File: src/rtl/noc_pkg.sv
`default_nettype none
// ============================================================================
//  Module      : noc_pkg
//  Description : Shared mesh-router types and constants (port codes, widths).
//  Revision    : 1.0  initial release
// ============================================================================
package noc_pkg;

    localparam int NUM_PORTS = 5;
    localparam int PORT_W    = 3;
    localparam int FLIT_W    = 16;

    typedef enum logic [PORT_W-1:0] {
        N = 3'd0,
        S = 3'd1,
        E = 3'd2,
        W = 3'd3,
        L = 3'd4
    } port_e;

    // Codes above L do not name a port.
    function automatic logic port_code_valid(input logic [PORT_W-1:0] code);
        return code <= PORT_W'(L);
    endfunction

endpackage
`default_nettype wire

File: src/rtl/noc_output_allocator_if.sv
`default_nettype none
// ============================================================================
//  Module      : noc_output_allocator_if
//  Description : Request / grant / credit bundle between the input FIFOs,
//                crossbar and the output allocator.
//  Revision    : 1.0  initial release
// ============================================================================
interface noc_output_allocator_if;
    import noc_pkg::*;

    logic [NUM_PORTS-1:0]        req_valid_i;
    logic [NUM_PORTS*PORT_W-1:0] req_dest_i;
    logic [NUM_PORTS-1:0]        credit_inc_i;
    logic [NUM_PORTS-1:0]        pop_o;
    logic [NUM_PORTS-1:0]        out_enable_o;
    logic [NUM_PORTS*PORT_W-1:0] out_select_o;
    logic                        err_o;

    // Router side: presents requests and returned credits.
    modport master (
        output req_valid_i, req_dest_i, credit_inc_i,
        input  pop_o, out_enable_o, out_select_o, err_o
    );

    // Allocator side.
    modport slave (
        input  req_valid_i, req_dest_i, credit_inc_i,
        output pop_o, out_enable_o, out_select_o, err_o
    );

endinterface
`default_nettype wire

File: src/rtl/noc_output_allocator_rr_pick5.sv
`default_nettype none
// ============================================================================
//  Module      : rr_pick5
//  Description : Combinational 5-way round-robin picker. Searches upward from
//                ptr, wrapping mod 5; the first asserted request wins.
//  Revision    : 1.0  initial release
// ============================================================================
module rr_pick5
    import noc_pkg::*;
(
    input  logic [NUM_PORTS-1:0] req,
    input  logic [PORT_W-1:0]    ptr,
    output logic                 gnt_valid,
    output logic [PORT_W-1:0]    winner
);

    logic [PORT_W:0] w_idx;

    // Scan from the farthest offset down so the nearest-to-ptr hit is kept.
    always_comb begin
        gnt_valid = 1'b0;
        winner    = '0;
        w_idx     = '0;
        for (int k = NUM_PORTS - 1; k >= 0; k--) begin
            w_idx = {1'b0, ptr} + (PORT_W+1)'(k);
            if (w_idx >= (PORT_W+1)'(NUM_PORTS)) begin
                w_idx = w_idx - (PORT_W+1)'(NUM_PORTS);
            end
            if (req[w_idx[PORT_W-1:0]]) begin
                gnt_valid = 1'b1;
                winner    = w_idx[PORT_W-1:0];
            end
        end
    end

endmodule
`default_nettype wire

File: src/rtl/noc_output_allocator.sv
`default_nettype none
// ============================================================================
//  Module      : noc_output_allocator
//  Description : 5-port switch allocator with per-output round-robin
//                arbitration and downstream credit counting.
//  Revision    : 1.0  initial release
// ============================================================================
module noc_output_allocator
    import noc_pkg::*;
#(
    parameter int                   CREDIT_DEPTH = 4,
    parameter logic [NUM_PORTS-1:0] PORT_MASK    = 5'b11111
) (
    input  logic                   clk,
    input  logic                   rst,
    noc_output_allocator_if.slave  alloc
);

    localparam int CRED_W = $clog2(CREDIT_DEPTH + 1);

    logic [PORT_W-1:0]           w_dest [NUM_PORTS];
    logic [NUM_PORTS-1:0]        w_legal;
    logic [NUM_PORTS-1:0]        w_illegal;
    logic [NUM_PORTS-1:0]        w_gnt_valid;
    logic [PORT_W-1:0]           w_winner [NUM_PORTS];
    logic [NUM_PORTS-1:0]        w_ovf;
    logic [NUM_PORTS-1:0]        w_pop;
    logic [NUM_PORTS-1:0]        w_en;
    logic [NUM_PORTS*PORT_W-1:0] w_sel;
    logic                        r_err;

    // Classify each input's head-flit request; U-turns and missing ports are illegal.
    always_comb begin
        for (int i = 0; i < NUM_PORTS; i++) begin
            w_dest[i]    = alloc.req_dest_i[PORT_W*i +: PORT_W];
            w_legal[i]   = alloc.req_valid_i[i] && PORT_MASK[i] &&
                           port_code_valid(w_dest[i]) &&
                           PORT_MASK[w_dest[i]] &&
                           (w_dest[i] != PORT_W'(i));
            w_illegal[i] = alloc.req_valid_i[i] && PORT_MASK[i] && !w_legal[i];
        end
    end

    genvar o;
    generate
        for (o = 0; o < NUM_PORTS; o++) begin : g_out
            logic [NUM_PORTS-1:0] w_cand;
            logic [NUM_PORTS-1:0] w_req;
            logic                 w_inc;
            logic [PORT_W-1:0]    r_ptr;
            logic [CRED_W-1:0]    r_cred;

            // Legal requests aimed at this output.
            always_comb begin
                for (int i = 0; i < NUM_PORTS; i++) begin
                    w_cand[i] = w_legal[i] && (w_dest[i] == PORT_W'(o));
                end
            end

            // No credit or reset asserted: nothing is offered to the picker.
            assign w_req  = w_cand & {NUM_PORTS{(r_cred != '0) && !rst}};
            assign w_inc  = alloc.credit_inc_i[o] && PORT_MASK[o];
            assign w_ovf[o] = w_inc && !w_gnt_valid[o] &&
                              (r_cred == CRED_W'(CREDIT_DEPTH));

            rr_pick5 u_pick (
                .req       (w_req),
                .ptr       (r_ptr),
                .gnt_valid (w_gnt_valid[o]),
                .winner    (w_winner[o])
            );

            // Advance pointer past the winner and track downstream credits.
            always_ff @(posedge clk) begin
                if (rst) begin
                    r_ptr  <= '0;
                    r_cred <= CRED_W'(CREDIT_DEPTH);
                end else begin
                    if (w_gnt_valid[o]) begin
                        r_ptr <= (w_winner[o] == PORT_W'(NUM_PORTS - 1)) ? '0
                                                                         : w_winner[o] + 1'b1;
                    end
                    if (w_gnt_valid[o] && !w_inc) begin
                        r_cred <= r_cred - 1'b1;
                    end else if (!w_gnt_valid[o] && w_inc &&
                                 (r_cred != CRED_W'(CREDIT_DEPTH))) begin
                        r_cred <= r_cred + 1'b1;
                    end
                end
            end
        end
    endgenerate

    // Fan grants out to FIFO pops, output enables and crossbar selects.
    always_comb begin
        w_pop = '0;
        w_en  = '0;
        w_sel = '0;
        for (int k = 0; k < NUM_PORTS; k++) begin
            if (w_gnt_valid[k]) begin
                w_en[k]                   = 1'b1;
                w_sel[PORT_W*k +: PORT_W] = w_winner[k];
                for (int i = 0; i < NUM_PORTS; i++) begin
                    if (w_winner[k] == PORT_W'(i)) begin
                        w_pop[i] = 1'b1;
                    end
                end
            end
        end
    end

    // Sticky error: illegal request or credit return into a full counter.
    always_ff @(posedge clk) begin
        if (rst) begin
            r_err <= 1'b0;
        end else if ((|w_illegal) || (|w_ovf)) begin
            r_err <= 1'b1;
        end
    end

    assign alloc.pop_o        = w_pop;
    assign alloc.out_enable_o = w_en;
    assign alloc.out_select_o = w_sel;
    assign alloc.err_o        = r_err;

endmodule
`default_nettype wire

File: src/flat_wrapper.sv
// flat-port wrapper written by rule: the top's interface ports become plain ports
module noc_output_allocator_flat import noc_pkg::*;
#(
    parameter int                   CREDIT_DEPTH = 4,
    parameter logic [NUM_PORTS-1:0] PORT_MASK    = 5'b11111
)
  (clk, rst, alloc_req_valid_i, alloc_req_dest_i, alloc_credit_inc_i, alloc_pop_o, alloc_out_enable_o, alloc_out_select_o, alloc_err_o);
  noc_output_allocator_if alloc_i ();
  input  logic clk;
  input  logic rst;
  input wire logic [$bits(alloc_i.req_valid_i)-1:0] alloc_req_valid_i;
  input wire logic [$bits(alloc_i.req_dest_i)-1:0] alloc_req_dest_i;
  input wire logic [$bits(alloc_i.credit_inc_i)-1:0] alloc_credit_inc_i;
  output wire logic [$bits(alloc_i.pop_o)-1:0] alloc_pop_o;
  output wire logic [$bits(alloc_i.out_enable_o)-1:0] alloc_out_enable_o;
  output wire logic [$bits(alloc_i.out_select_o)-1:0] alloc_out_select_o;
  output wire logic [$bits(alloc_i.err_o)-1:0] alloc_err_o;
  assign alloc_i.req_valid_i = alloc_req_valid_i;
  assign alloc_i.req_dest_i = alloc_req_dest_i;
  assign alloc_i.credit_inc_i = alloc_credit_inc_i;
  assign alloc_pop_o = alloc_i.pop_o;
  assign alloc_out_enable_o = alloc_i.out_enable_o;
  assign alloc_out_select_o = alloc_i.out_select_o;
  assign alloc_err_o = alloc_i.err_o;
  noc_output_allocator #(.CREDIT_DEPTH(CREDIT_DEPTH), .PORT_MASK(PORT_MASK)) u_core (.clk(clk), .rst(rst), .alloc(alloc_i));
endmodule
File: config.mk
export PLATFORM = sky130hd
export DESIGN_NAME = noc_output_allocator_flat
export DESIGN_NICKNAME = d
export VERILOG_FILES = /design/src/rtl/noc_pkg.sv /design/src/rtl/noc_output_allocator_if.sv /design/src/rtl/noc_output_allocator_rr_pick5.sv /design/src/rtl/noc_output_allocator.sv /design/src/flat_wrapper.sv
export SDC_FILE = /design/constraint.sdc
export NUM_CORES = 1
export LEC_CHECK = 0
export BUFFER_PORTS_ARGS = -buffer_cell sky130_fd_sc_hd__buf_2
export CORE_MARGIN = 4
export CORE_UTILIZATION = 55
export DETAILED_ROUTE_END_ITERATION = 7
export GPL_TIMING_DRIVEN = 0
export PLACE_DENSITY = 0.73
export SYNTH_ARGS = -nofsm -noshare
export SYNTH_HDL_FRONTEND = slang
export SYNTH_SLANG_ARGS = --single-unit
File: constraint.sdc
create_clock -name clk -period 12.2 [get_ports clk]
set_clock_uncertainty 0.05 [all_clocks]
set_input_delay 1.22 -clock clk [delete_from_list [all_inputs] [get_ports clk]]
set_output_delay 1.22 -clock clk [all_outputs]
set_load 0.005 [all_outputs]
Yosys cells after proc, flatten, opt, wreduce, memory -nomap -nowiden
Memory sizes are Yosys's and may differ from the RTL's.
Cells that the tools add are included.
W data, S select, Z words.
- register bits after elaboration: 31
- bits in read-only memories: 40
- bits of input ports: 27
- word-level logic and storage cells: 490
- memories kept: 5
- $add $sub $neg: 60
- $lt $le $gt $ge: 60
- equal/unequal tests: 54
- muxes and demuxes: 185
- bitwise gates (word level): 5
- reduce and logical (&&, ||, !) cells: 110
- memories (name ; depth ; width ; read ports ; clocked after Yosys merged registers in ; wr ports ; RTL line ; RTL):
    (name not given) ; 8 ; 1 ; 1 ; 0 ; 0 ; noc_output_allocator.sv:38 ; PORT_MASK[w_dest[i]] &&
    (name not given) ; 8 ; 1 ; 1 ; 0 ; 0 ; noc_output_allocator.sv:38 ;
    (name not given) ; 8 ; 1 ; 1 ; 0 ; 0 ; noc_output_allocator.sv:38 ;
    (name not given) ; 8 ; 1 ; 1 ; 0 ; 0 ; noc_output_allocator.sv:38 ;
    (name not given) ; 8 ; 1 ; 1 ; 0 ; 0 ; noc_output_allocator.sv:38 ;
- operators with widths (operator ; count):
    $mux W3 ; 70
    $lt A3 B4 Y1 const B ; 30
    $mux W1 ; 85
    $ge A4 B3 Y1 const B ; 20
    $bmux W1 S3 ; 25
    $sub A3 B3 Y3 const B ; 25
    $logic_and A1 B1 Y1 ; 70
    $eq A3 B2 Y1 const B ; 20
    $eq A3 B3 Y1 const B ; 15
    $add A3 B2 Y4 const B ; 10
    $add A3 B1 Y3 const B ; 10
    $eq A3 B1 Y1 const B ; 10
    $logic_not A3 Y1 ; 10
    $and A5 B5 Y5 ; 5
    $mux W5 ; 5
    $add A3 B1 Y4 const B ; 5
    $add A3 B3 Y4 const B ; 5
    $ne A3 B3 Y1 const B ; 6
    $reduce_bool A3 Y1 ; 6
    $logic_not A1 Y1 ; 16
    $ge A3 B3 Y1 const B ; 5
    $le A3 B3 Y1 const B ; 5
    $sub A3 B1 Y3 const B ; 5
    $reduce_bool A2 Y1 ; 5
    other kinds (4) ; 6

Logic depth before layout (Yosys ltp)
Gate-level depths: netlist of run 1.
- word-level depth: 24
- gate-level depth with buffers: 20

Hierarchy
Synthesis of run 1 repeated with hierarchy kept, for this count alone.
- cell total of the unflattened synthesis: 1128
- area total of the unflattened synthesis: 8655.8 µm²
- by module, submodules not included (module ; times used ; cells each ; area an instance (µm²) ; seq. area each (µm²)):
    rr_pick5 ; 5 ; 160 ; 1202.4 ; 0.0
    noc_output_allocator ; 1 ; 328 ; 2643.8 ; 620.6

Worst setup path before layout of run 1
No wires, ideal clock.
- path type: input to output
- from: input port alloc_req_dest_i[12]
- to: output port alloc_pop_o[0]
- data arrival time: 3.944 ns
- required time: 10.930 ns
- slack: 6.986 ns
- stages on the path: 12
- buffers on the path: 0
- cells stage by stage: or4b_1 -> or3_1 -> or4_1 -> nand3_1 -> mux2i_1 -> nor2b_1 -> o211ai_1 -> inv_1 -> ha_1 -> nand2_1 -> o211ai_1 -> a211o_1
- word-level cells in the longest chain between the ends: 24
- elaborated cells between the ends (all ways): 137
- RTL lines (what ; RTL line ; RTL):
    from (decl) ; flat_wrapper.sv:12 ; input wire logic [$bits(alloc_i.req_dest_i)-1:0] alloc_req_dest_i;
    $mem_v2 Z8 W1 or $le A3 B3 Y1 (tied branches) ; - ;
    $mux W1 (not written as such) or $logic_and A1 B1 Y1 (tied branches) ; noc_output_allocator.sv:38, noc_output_allocator.sv:36 ;
    $logic_and A1 B1 Y1 ; noc_output_allocator.sv:37 ; port_code_valid(w_dest[i]) &&
    $logic_and A1 B1 Y1 ; noc_output_allocator.sv:38 ;
    $logic_and A1 B1 Y1 ; noc_output_allocator.sv:56 ; w_cand[i] = w_legal[i] && (w_dest[i] == PORT_W'(o));
    $and A5 B5 Y5 ; noc_output_allocator.sv:61 ; assign w_req = w_cand & {NUM_PORTS{(r_cred != '0) && !rst}};
    $bmux W1 S3 ; noc_output_allocator_rr_pick5.sv:29 ; if (req[w_idx[PORT_W-1:0]]) begin
    $mux W1 (not written as such) ; noc_output_allocator_rr_pick5.sv:29 ;
    (+8 left out) ; - ;
    $mux W1 ; noc_output_allocator.sv:104 ; if (w_winner[k] == PORT_W'(i)) begin
    $mux W5 ; noc_output_allocator.sv:100 ; if (w_gnt_valid[k]) begin
    $mux W1 ; noc_output_allocator.sv:104 ;
    $mux W5 ; noc_output_allocator.sv:100 ;
    $mux W1 ; noc_output_allocator.sv:104 ;
    $mux W5 ; noc_output_allocator.sv:100 ;
    $mux W1 ; noc_output_allocator.sv:104 ;
    $mux W5 * ; noc_output_allocator.sv:100 ;
    to (decl) ; flat_wrapper.sv:14 ; output wire logic [$bits(alloc_i.pop_o)-1:0] alloc_pop_o;
Every way passes the cells marked *; elsewhere a longest branch is shown, timed or not. The select of a mux whose other input is x is not followed.

Worst setup path after layout of run 1
- from: input port alloc_req_dest_i[6]
- to: output port alloc_pop_o[0]
The elaborated chain is that of the path after synthesis.

==> impl_results.md, run 1 <==
* First-pass GRT wire length at between 30000 and 40000 µm
* Clock Power Share at 9.0%
* Seq pwr share at between 10 and 15%
* CP arrival at 5200 ps
* Reg2Reg Setup Slack at just over 7000 ps
* Crit end category: primary output
* Most used cell, CP: buf_2
* CP max FO at 6
* DR iter-0 viols at 746
* Async SR Flop Fraction at 0%
* Root Driver: clkbuf_16
* MaxCap Viol Count at 0
* Num Clock Sinks at 31
* Cell Area, Synth at between 7000 and 8000 µm²
* Util after Layout at 61.5%
* CTS Hold Bufs at 0
* Overflow after GRT at 0
* Gate Count Post-Synth at a little under 1k
* VDD IR max at 0.000114 V
* Most common cell after layout, fill and taps aside: nor2_1
* Routed len/inst at between 15 and 20 µm
* CTS tree: done
* Port bufs at 49
* Reg clk slew, reported paths at 50 ps
* Skew-Pair Late Insertion Delay at 280 ps
* P per Cell Area at 196 nW/µm²
* Nets at 1138
* Critical Path End: alloc_pop_o[0]
* I/O pin total at 53
* Logic gate share of total power at 79.8%
* Post-DRT Antenna Nets at 0
* Syn. warnings at 0
* Gr usage total at 28.2%
* Pin count of the biggest net entering global routing at 12
* Sw Ratio at 53.7%
* Post-synth EDFFs at 0
* Post-Place Cells at 1198
* CTS H-Tree Depth at 2
* Resized cells post-CTS at 0
* Cell internal pwr at between 0.7 and 0.8 mW
* Starting density of the core at 56.5%
* Vias in the first global route at 7042
* Crit path from: alloc_req_dest_i[6]
* Clock Path Buffers at 2
* Fmax at 155 MHz
* Die Span X at 122 µm
* Antenna cells at 0
* Initial antenna violation count at 0
* Setup_tns at 0 ps
* Layout area overhead at 8.72%
* Post-synthesis net count at 1082
* Critical path launch point type: input pin
* CP required at 10930 ps
* CTS Buf Count at 5
* R2R depth at 17
* Post-Syn Area per Cell at 7.36 µm²
* Final Routed Wirelength at 21500 µm
* Final instance area at 7820 µm²
* Layout cells sized above 1 at 12.6%
* Status: completed
* Slowest-stage cell, CP: nor4bb_1
* Die ar. at 15000 µm²
* Yosys reg bits at 31
* Distinct cells, synth at 92
* Worst Max-Slew Pin Slew at ~1300 ps
* Tmin final at 6470 ps
* Post-CTS Setup Inserts at 0
* Initial DRT Pass Iterations at 5
* Die Span Y at 122 µm
* Cell chain of the critical path: buf_2, nor4bb_1, a21bo_2, a2111oi_0, a41oi_1, o22ai_1, a221o_1, inv_1, ha_1, and3_1, a211o_1, buf_2
* Detailed placement HPWL at around 17000 µm
* Most used DFF post-synth: dfxtp_1
* FP Rows at 41
* Slowest stage delay, CP at about 1100 ps
* Post-synthesis sequential area ratio at 8.63%
* Tcrit/Tclk final at 53.0%
* Drt drc at 0
* Slew margin rel. at 9.80%
* Final hold vios at 0
* Layout Cells excl Fill at 1206
* Routability congestion estimate at 0.990
* Net Sw Power at 0.821 mW
* Reg-to-reg critical path endpoint: u_core.g_out[2].r_cred[2]
* Leakage at between 3 and 4 nW
* R2r startpoint: u_core.g_out[2].r_ptr[0]
* Vias per cell at 6.43
* Placed Area at 7660 µm²
* RSZ-0062 raised after global routing: no
* Via count at between 7k and 8k
* Final Max Tran Viols at 0
* Worst setup path category: in -> out
* Area of the core at around 13000 µm²
* Worst hold path class: reg -> reg
* Most frequent cells in the layout: nor2_1 (85), inv_1 (68), ha_1 (68)
* # setup viols final at 0
layout make-up:
cell class	instances	area (µm²)
repair buffers	49	245
multi-input cells	830	6090
plain buffers	47	229
flip-flops and latches	31	621
clock buffers	7	153
well taps	172	215
fillers	1275	4900
inverters	69	259
clock inverters	1	7.51
cells in the mapped netlist, drive strengths merged (16+ instances only):
cell	number	share of area (%)
nor2	86	4.5
ha	68	12
inv	68	3.5
nand2	67	3.5
a21oi	50	3.5
mux2i	43	6.0
nor3	37	2.6
o21ai	35	2.4
dfxtp	31	8.6
nand3	29	2.0
xnor2	27	3.3
clkbuf	24	1.3
nand2b	24	2.1
buf	23	1.9
a211oi	19	2.0
nor2b	19	1.7
mux2	18	2.9
o22ai	16	1.4
metrics by stage:
step / hold slack [ps] / total power, mW / setup WS, ps
finish: 486 / 1.53 / 5730
global route: 526 / 1.67 / 5440
CTS: 490 / 1.51 / 5850
detailed placement: 481 / 1.37 / 5870
global placement: 476 / 1.35 / 5840
floorplan: 449 / 1.08 / 6990
metal layers:
metal | vias to the layer above | wire, µm | global-route usage [%]
li1 | 3766 | - | -
met1 | 3664 | 9690 | 38.6
met2 | 284 | 9860 | 46.8
met3 | 43 | 1510 | 3.82
met4 | 0 | 424 | 7.07
met5 | - | 0 | 0
registers in the layout (all words and copies together) (netlist names):
| name | flops |
|---|---|
| u_core.g_out.r_cred | 15 |
| u_core.alloc.err_o | 1 |
| u_core.g_out.r_ptr | 15 |
power by group through the flow:
stage                     Combinational, mW  Sequential, mW  Clock, mW
after global routing                   1.35           0.176      0.142
after global placement                 1.18           0.172          0
after CTS                              1.20           0.171      0.137
after floorplan                       0.923           0.159          0
after detailed placement               1.20           0.172          0
final                                  1.22           0.172      0.137
logic make-up after synthesis:
logic type | after synthesis | share of synthesized area [%]
adder cells (fa/ha/maj) | 79 | 14.8
other | 2 | 0.104
multiplexers | 63 | 9.48
flip-flops | 31 | 8.63
buffers and inverters | 116 | 6.78
AO/OA/AOI/OAI | 268 | 26.5
AND/OR/NAND/NOR | 389 | 30.2
XOR/XNOR | 29 | 3.53
worst max-delay path, delay by kind of cell:
family,cells,cell delay [ps]
adders and majority gates,1,220
and+or+nand+nor,2,1270
buffers and inverters,3,360
AOI/OAI and AO/OA,6,2130
how the worst min path moves through the flow:
stage                               from                   endpoint  cells after the start
3_3_place_gp   u_core.g_out[3].r_cred[1]  u_core.g_out[3].r_cred[1]                      2
6_report       u_core.g_out[3].r_cred[1]  u_core.g_out[3].r_cred[1]                      2
3_5_place_dp   u_core.g_out[3].r_cred[1]  u_core.g_out[3].r_cred[1]                      2
2_1_floorplan  u_core.g_out[3].r_cred[1]  u_core.g_out[3].r_cred[1]                      2
4_1_cts        u_core.g_out[3].r_cred[1]  u_core.g_out[3].r_cred[1]                      2
5_1_grt        u_core.g_out[2].r_cred[1]  u_core.g_out[2].r_cred[1]                      2
No activity file was read; power rests on OpenSTA's default activity.
==> run 2, diff against run 1 <==
--- a/config.mk
+++ b/config.mk
@@ -10,7 +10,7 @@
 export CORE_UTILIZATION = 55
 export DETAILED_ROUTE_END_ITERATION = 7
 export GPL_TIMING_DRIVEN = 0
-export PLACE_DENSITY = 0.73
+export PLACE_DENSITY = 0.76
 export SYNTH_ARGS = -nofsm -noshare
 export SYNTH_HDL_FRONTEND = slang
 export SYNTH_SLANG_ARGS = --single-unit
==> constraint.sdc (replaced) <==
create_clock -name clk -period 5.77 [get_ports clk]
set_clock_uncertainty 0.05 [all_clocks]
set_input_delay 0.577 -clock clk [delete_from_list [all_inputs] [get_ports clk]]
set_output_delay 0.577 -clock clk [all_outputs]
set_load 0.005 [all_outputs]
==> run 2 against run 1 <==
Compared with the run above:
- combinational power is 110% higher
- critical path depth grew 4
- worst hold slack gained 8.4 ps
- final cell count about the same
- critical path type is now reg -> out
- flip-flop and latch count stayed put
- sequential share of layout area barely moved
- first-iteration DRC count grew 19%
- largest power group unchanged
- largest cell class unchanged
- register-to-register slack worse by 6200 ps
- via count increased by 0.48%
- clock power grew 93%
- worst setup slack worse by 5400 ps
- count of clock-buffer cells in the layout shrank 1
==> impl_results.md, run 2 (synthesis results as in run 1) <==
* Tmin final at 5450 ps
* Hold endpoint: u_core.g_out[3].r_cred[1]
* Vias per cell at 6.47
* P per Cell Area at 413 nW/µm²
* Layout cells sized above 1 at 13.1%
* First-pass GRT wire length at between 30000 and 40000 µm
* Detailed placement HPWL at 16900 µm
* DR iter-0 viols at approximately 900
* Reg2Reg Setup Slack at 1030 ps
* Most common cell after layout, fill and taps aside: nor2_1
* Slowest stage delay, CP at around 430 ps
* Skew-Pair Late Insertion Delay at 280 ps
* CTS tree: done
* Worst Max-Slew Pin Slew at about 1300 ps
* Hold WS at 495 ps
* Initial DRT Pass Iterations at 5
* Final Max Tran Viols at 0
* Tcrit/Tclk final at a little over nine tenths
* Die Span Y at 122 µm
* Vias in the first global route at between 6k and 7k
* Slowest-stage cell, CP: dfxtp_1
* I/O pin total at 53
* CTS Buf Count at 5
* CP required at 5140 ps
* HP Start: u_core.g_out[3].r_cred[1]
* CP max FO at 8
* Area of the core at 12700 µm²
* Most frequent cells in the layout: nor2_1 (85), inv_1 (68), ha_1 (68)
* Status: completed
* FP Rows at 41
* Nets at 1138
* Pre-CTS setup slack at 326 ps
* Port bufs at 49
* Worst setup path category: reg -> out
* Via count at 7794
* CTS H-Tree Depth at 2
* MaxCap Viol Count at 0
* RSZ-0062 raised after global routing: no
* Final Routed Wirelength at 21400 µm
* Critical path launch point type: flip-flop
* Initial antenna violation count at 0
* CP arrival at 4820 ps
* Delay-heaviest family, CP: compound AO/OA/AOI/OAI gates
* Reg clk slew, reported paths at 50 ps
* R2R depth at 13
* Layout Cells excl Fill at 1205
* Reg-to-reg critical path endpoint: u_core.g_out[0].r_ptr[0]
* CTS Hold Bufs at 0
* Drt drc at 0
* Cell chain of the critical path: clkbuf_1, inv_1, ha_1, ha_1, clkbuf_1, o22ai_1, mux2_2, o22ai_2, nor2_1, a221oi_1, o22ai_1, ha_1, ha_1, a22oi_1, nand2_1, buf_2
* Most used cell, CP: ha_1
* # setup viols final at 0
* Total power draw at 3.23 mW
* Antenna cells at 0
* Fin worst setup slack at 318 ps
* Die Span X at around 120 µm
* Pin count of the biggest net entering global routing at 12
* Leakage at 3.29 nW
* Fmax at 183 MHz
* Worst hold path class: reg -> reg
* Post-Place Cells at 1198
* Setup_tns at 0 ps
* R2r startpoint: u_core.g_out[0].r_ptr[1]
* Routed len/inst at roughly 18 µm
* Crit path from: u_core.g_out[2].r_ptr[0]
* Fill cells at about 1.3k
* Slew margin rel. at 10.2%
* Crit end category: primary output
* Util after Layout at between 60% and 70%
* Layout area overhead at 8.98%
* VDD IR max at ~0.00033 V
* Clock Path Buffers at 2
* Gr usage total at 27.6%
* Worst path depth at 16
* Overflow after GRT at 0
* Placed Area at 7660 µm²
* Worst Hold Path Cells at 2
* Final instance area at roughly 8000 µm²
* Die ar. at 15000 µm²
* Post-DRT Antenna Nets at 0
* Final hold vios at 0
* Routability congestion estimate at 0.963
* Root Driver: clkbuf_16
* Starting density of the core at 56.5%
* CP bufs+invs at 4
* Num Clock Sinks at 31
run 2: cell count changes in the layout (fill, tap and decap cells not counted), sizes merged:
cell and change:
buf +1, clkbuf -2, clkinv +1, clkinvlp -1
run 2: how the worst max path moves through the flow:
stage | to | slack, ps
final | alloc_pop_o[3] | 320
after detailed placement | alloc_pop_o[3] | 330
after floorplan | alloc_pop_o[0] | 1280
after global placement | alloc_pop_o[3] | 370
after CTS | alloc_pop_o[3] | 6
after global routing | alloc_pop_o[3] | 7
run 2: repair_timing:
action,in CTS,in global routing
gates resized for setup,0,9
setup buffers,0,1
endpoints found under the setup margin,0,5
endpoints found under the hold margin,0,0
run 2: final cells by class:
type / instances / area, µm² / share of cell area (%)
plain buffers: 46 / 226 / 2.89
clock buffers: 6 / 139 / 1.77
clock inverters: 1 / 5.00 / 0.0639
inverters: 69 / 259 / 3.30
multi-input cells: 830 / 6120 / 78.1
flip-flops and latches: 31 / 622 / 7.93
well taps: 172 / 215 / 2.75
repair buffers: 50 / 253 / 3.22
run 2: worst register-to-register path: stages (launching register included):
cell and delay [ps]:
dfxtp_1 510, inv_1 210, ha_1 300, a21oi_1 200, mux2i_1 600, mux2i_1 300, nor2_1 110, or4_4 510
or2_2 320, o211ai_1 320, inv_1 110, ha_1 220, and2_1 150, a2111oi_0 650
run 2: per-layer routing:
metal  routed length [µm]  vias to the layer above  track usage [%]
met1                 9520                     3659             37.1
met5                    0                        -                0
met2                 9860                      323             46.8
li1                     -                     3762                -
met4                  501                        0             6.58
met3                 1530                       50             3.73
run 2: report_power, final:
part           switching (mW)  total [mW]  internal [mW]
sequential             0.0888       0.362          0.274
combinational            1.56        2.61           1.05
clock                  0.0960       0.264          0.168
total                    1.74        3.23           1.49
